[config.mk]
export PLATFORM = sky130hd
export DESIGN_NAME = bcsa_adder
export DESIGN_NICKNAME = d
export VERILOG_FILES = /design/src/rtl/bcsa_pkg.sv /design/src/rtl/bcsa_block.sv /design/src/rtl/bcsa_adder.sv
export SDC_FILE = /design/constraint.sdc
export NUM_CORES = 1
export LEC_CHECK = 0
export ABC_AREA = 1
export BUFFER_PORTS_ARGS = -buffer_cell sky130_fd_sc_hd__buf_2
export CAP_MARGIN = 5
export CORE_MARGIN = 4
export CORE_UTILIZATION = 45
export DETAILED_ROUTE_END_ITERATION = 8
export PLACE_DENSITY = 0.68
export SKIP_LAST_GASP = 1
export SLEW_MARGIN = 20
export SYNTH_ARGS = -nofsm -noshare
export SYNTH_HDL_FRONTEND = slang
export SYNTH_SLANG_ARGS = --single-unit
[constraint.sdc]
create_clock -name clk -period 2.6 [get_ports clk]
set_input_delay 0.52 -clock clk [delete_from_list [all_inputs] [get_ports clk]]
set_output_delay 0.52 -clock clk [all_outputs]
set_load 0.05 [all_outputs]
[src/rtl/bcsa_pkg.sv]
// Shared constants for the block carry-select approximate adder.
package bcsa_pkg;

    // Default operand width and block size.
    localparam int unsigned WIDTH_DEF   = 32'd16;
    localparam int unsigned BLK_DEF     = 32'd4;
    localparam int unsigned NUM_BLK_DEF = WIDTH_DEF / BLK_DEF;

    // Number of carry-select blocks for a given operand width and block size.
    function automatic int unsigned blk_count(input int unsigned width, input int unsigned blk);
        return width / blk;
    endfunction

endpackage

[src/rtl/bcsa_block.sv]
// One carry-select block: both candidate sums, for carry-in 0 and carry-in 1.
module bcsa_block
    import bcsa_pkg::*;
#(
    parameter int unsigned BLK = BLK_DEF
) (
    input  logic [BLK-1:0] a,
    input  logic [BLK-1:0] b,
    output logic [BLK-1:0] sum0,
    output logic [BLK-1:0] sum1,
    output logic           cout0,
    output logic           cout1
);

    logic [BLK:0] add0_s;
    logic [BLK:0] add1_s;

    // Form both candidate results in parallel; the carry-in selects later.
    always_comb begin
        add0_s = {1'b0, a} + {1'b0, b};
        add1_s = {1'b0, a} + {1'b0, b} + {{BLK{1'b0}}, 1'b1};
    end

    assign sum0  = add0_s[BLK-1:0];
    assign cout0 = add0_s[BLK];
    assign sum1  = add1_s[BLK-1:0];
    assign cout1 = add1_s[BLK];

endmodule

[src/rtl/bcsa_adder.sv]
// Approximate block carry-select adder: each block above block 0 guesses its
// carry-in from the generate of the block below only, so the carry chain is
// one block long. The exact sum is also formed to flag a wrong guess.
module bcsa_adder
    import bcsa_pkg::*;
#(
    parameter int unsigned WIDTH = WIDTH_DEF,
    parameter int unsigned BLK   = BLK_DEF
) (
    input  logic             clk,
    input  logic             rst,
    input  logic [WIDTH-1:0] A_I,
    input  logic [WIDTH-1:0] B_I,
    input  logic             Co_Iin,
    output logic [WIDTH-1:0] S_I,
    output logic             Co_I,
    output logic             Err_I
);

    localparam int unsigned NUM_BLK = blk_count(WIDTH, BLK);

    logic [WIDTH-1:0]   sum0_s;
    logic [WIDTH-1:0]   sum1_s;
    logic [WIDTH-1:0]   sum_sel_s;
    logic [NUM_BLK-1:0] cout0_s;
    logic [NUM_BLK-1:0] cout1_s;
    logic [NUM_BLK-1:0] cin_s;
    logic [NUM_BLK-1:0] cout_sel_s;
    logic [WIDTH:0]     exact_s;
    logic               err_s;

    logic [WIDTH-1:0]   s_r;
    logic               co_r;
    logic               err_r;

    for (genvar k = 0; k < NUM_BLK; k++) begin : g_blk
        bcsa_block #(
            .BLK (BLK)
        ) u_block (
            .a     (A_I[k*BLK +: BLK]),
            .b     (B_I[k*BLK +: BLK]),
            .sum0  (sum0_s[k*BLK +: BLK]),
            .sum1  (sum1_s[k*BLK +: BLK]),
            .cout0 (cout0_s[k]),
            .cout1 (cout1_s[k])
        );

        // Block 0 sees the true carry-in; higher blocks guess from the
        // generate of the block below.
        if (k == 0) begin : g_cin_exact
            assign cin_s[k] = Co_Iin;
        end else begin : g_cin_spec
            assign cin_s[k] = cout0_s[k-1];
        end

        assign sum_sel_s[k*BLK +: BLK] = cin_s[k] ? sum1_s[k*BLK +: BLK] : sum0_s[k*BLK +: BLK];
        assign cout_sel_s[k]           = cin_s[k] ? cout1_s[k] : cout0_s[k];
    end

    // Exact reference sum of the same sample and mismatch detection.
    always_comb begin
        exact_s = {1'b0, A_I} + {1'b0, B_I} + {{WIDTH{1'b0}}, Co_Iin};
        if ({cout_sel_s[NUM_BLK-1], sum_sel_s} != exact_s) begin
            err_s = 1'b1;
        end else begin
            err_s = 1'b0;
        end
    end

    // Output register; reset discards the sample of that cycle.
    always_ff @(posedge clk) begin
        if (rst) begin
            s_r   <= {WIDTH{1'b0}};
            co_r  <= 1'b0;
            err_r <= 1'b0;
        end else begin
            s_r   <= sum_sel_s;
            co_r  <= cout_sel_s[NUM_BLK-1];
            err_r <= err_s;
        end
    end

    assign S_I   = s_r;
    assign Co_I  = co_r;
    assign Err_I = err_r;

endmodule

==> results.yml <==
synth:
  synth-compound-area-share_pct: 4.25
  yosysWarnings: 0
  synth_cells: 425
  synth_area_um2: 2470
  ys_seq_elements: 18
  yosys.area_share.simple_pct: 51.3
  avgSynthCellArea_um2: 5.81
  synth-xor-area-share_pct: 2.48
  synth_area_leaders: "nand2_1 (22%), dfxtp_1 (15%), nand3_1 (11%), ha_1 (10%), inv_1 (10%)"
  yosys-mux-area-fraction_pct: 0
  synth_top_family_by_area: "simple AND/OR/NAND/NOR gates"
  seq_area_frac_synth_pct: 14.6
  syn-num-nets: 486
  yosys.cell_types.count: 31
  netlist.area_leader.share_pct: 21.9
  synthAdderAreaFrac_pct: 15.0
  synth_top_cell_by_area: "nand2_1"
setup_path:
  cp-start-kind: "primary input"
  cpLargestDelayFamily: "adder cells"
  slowest_stage: "fa_1"
  worstPathArrival_ns: 2.47
  cp-end-kind: "flip-flop"
  path_depth: 16
  cpMostUsedCell: "nand2_1"
  startpoint: "A_I[0]"
  crit_chain: "buf_2 -> ha_1 -> fa_1 -> ha_1 -> inv_1 -> nand2_1 -> nand2_1 -> nand2_1 -> nand2_1 -> nand2_1 -> nor3_2 -> nand2_1 -> nor2_1 -> nand3_1 -> nor2_1 -> a21oi_1"
  cp_slowest_stage_delay_ns: 0.46
  critPathBufInv: 2
  critical_path_class: "primary input to flip-flop"
  crit_fanout: 2
  crit_end: "Err_I"
  crit_required_ns: 2.75
timing:
  setup_tns_ns: 0
  finalSetupViolations: 0
  timing.fmax_mhz: 432
  relSlewSlack_pct: 71.0
  worst_pin_slew_ns: 0.435
  rsz0062_at_grt: "no"
  maxSlewViolCount: 0
  fin_crit_ns: 2.32
  finalHoldViolations: 0
  fin_crit_sh_pct: 89.1
floorplanning:
  die_w_um: 82.1
  rows: 26
  core-area_um2: 5200
  design.portCount: 53
  die_y_um: 82.1
  initial_core_util_pct: 47.5
  die_area_um2: 6740
hold_path:
  min_path_cells: 2
  min-delay-start: "rst"
  min_path_type: "primary input to flip-flop"
grt:
  grt_overflow: 0
  grt_usage_pct: 18.3
  antenna_found_initial: 0
  grt_pass1_vias: 2342
  grt_pass1_wl_um: 9800
  grt_max_degree: 19
clocking:
  cts_tree: "built"
  clock_sinks: 18
  root_buffer: "clkbuf_8"
  cts.clk_slew.worst_paths_ns: 0.09
  hold_buffers: 0
  cts_max_level: 1
  numCtsBuffers: 3
  clk_path_buf_depth: 2
  post_cts.repair.setup_buffers: 0
  cts-resized-gates: 0
placed_design:
  numPortBuffers: 52
  dpl.hpwl_um: 5000
  gp_congestion: 0.945
job:
  maxCapViolCount: 0
drt:
  drc: 0
  wl_per_cell_um: 11.0
  totalWireLength_um: 6060
  first_pass_iters: 5
  initialDrtViolationCount: 152
  vias: 2672
  detail-route-antenna-nets: 0
  vias_per_cell: 4.87
power:
  pwr_density_cell_nw_per_um2: 473
  leakagePower_nw: 1.71
  totalPowerFinal_mw: 1.36
  ir_worst_vdd_uv: 285
cells_and_area:
  layout_common_cells: "nand2_1 (144), inv_1 (66), nand3_1 (55)"
  areaGrowthSynthToFinish_pct: 15.9
  drive_gt1_share_pct: 21.3
  nNetsFinal: 541
  layout_commonest_cell: "nand2_1"
  n_antenna_cell: 0
run_status:
  status: "complete, no violations"
==> sequential cells by signal, indices dropped and copies added, names as in the netlist <==
name,flops
Co_I,1
Err_I,1
S_I,16
==> layout make-up <==
| cell class | count | area [um^2] |
|---|---|---|
| Sequential cell | 18 | 360 |
| Inverter | 71 | 267 |
| Multi-Input combinational cell | 330 | 1810 |
| Timing Repair Buffer | 56 | 290 |
| Clock buffer | 4 | 55.1 |
| Fill cell | 537 | 2340 |
| Tap cell | 70 | 87.6 |
==> synth_stat cells, drive strengths merged <==
master,number
buf,4
and2,1
xnor2,3
fa,6
nand3b,2
a21oi,13
ha,20
xor2,4
o21ai,2
and3,1
clkbuf,2
inv,71
nor3b,1
nor2,43
nand4,3
o21bai,1
nor3,9
dfxtp,18
nand3,59
nand2,162
==> worst min path at each step <==
stage | to
after floorplan | S_I[1]
after global placement | S_I[0]
after detailed placement | S_I[0]
after CTS | S_I[10]
after global routing | S_I[10]
final | S_I[11]
==> routing by layer <==
metal	part of all wire (%)	vias up	global-route usage (%)
li1	-	1435	-
met1	48	1150	24.2
met2	45	82	31.3
met3	6.2	5	3.15
met4	0.63	0	2.99
met5	0	-	0
==> cell families (layout without fill, tap and decap cells) <==
group / Yosys count / after routing
fa+ha+maj: 26 / 26
xor+xnor: 7 / 7
flops: 18 / 18
compound gates: 16 / 16
simple gates: 281 / 281
buf+inv: 77 / 131
==> metrics by stage <==
step	util (%)	hold WS, ns	worst slack, ns	cell area (um^2)	instances
3_3_place_gp	54.0	0.928	0.0240	2810	545
5_1_grt	55.0	0.672	0.126	2870	549
4_1_cts	55.0	0.661	0.284	2870	549
3_5_place_dp	54.0	0.930	-0.00866	2810	545
2_1_floorplan	-	0.723	0.207	2470	425
6_report	55.0	0.650	0.283	2870	549
==> power by group <==
| part | switching [mW] | internal, mW |
|---|---|---|
| logic | 0.534 | 0.260 |
| registers | 0.00699 | 0.310 |
| clock network | 0.110 | 0.135 |
| total | 0.651 | 0.705 |
Note: power is estimated with default switching activity, not from simulation.
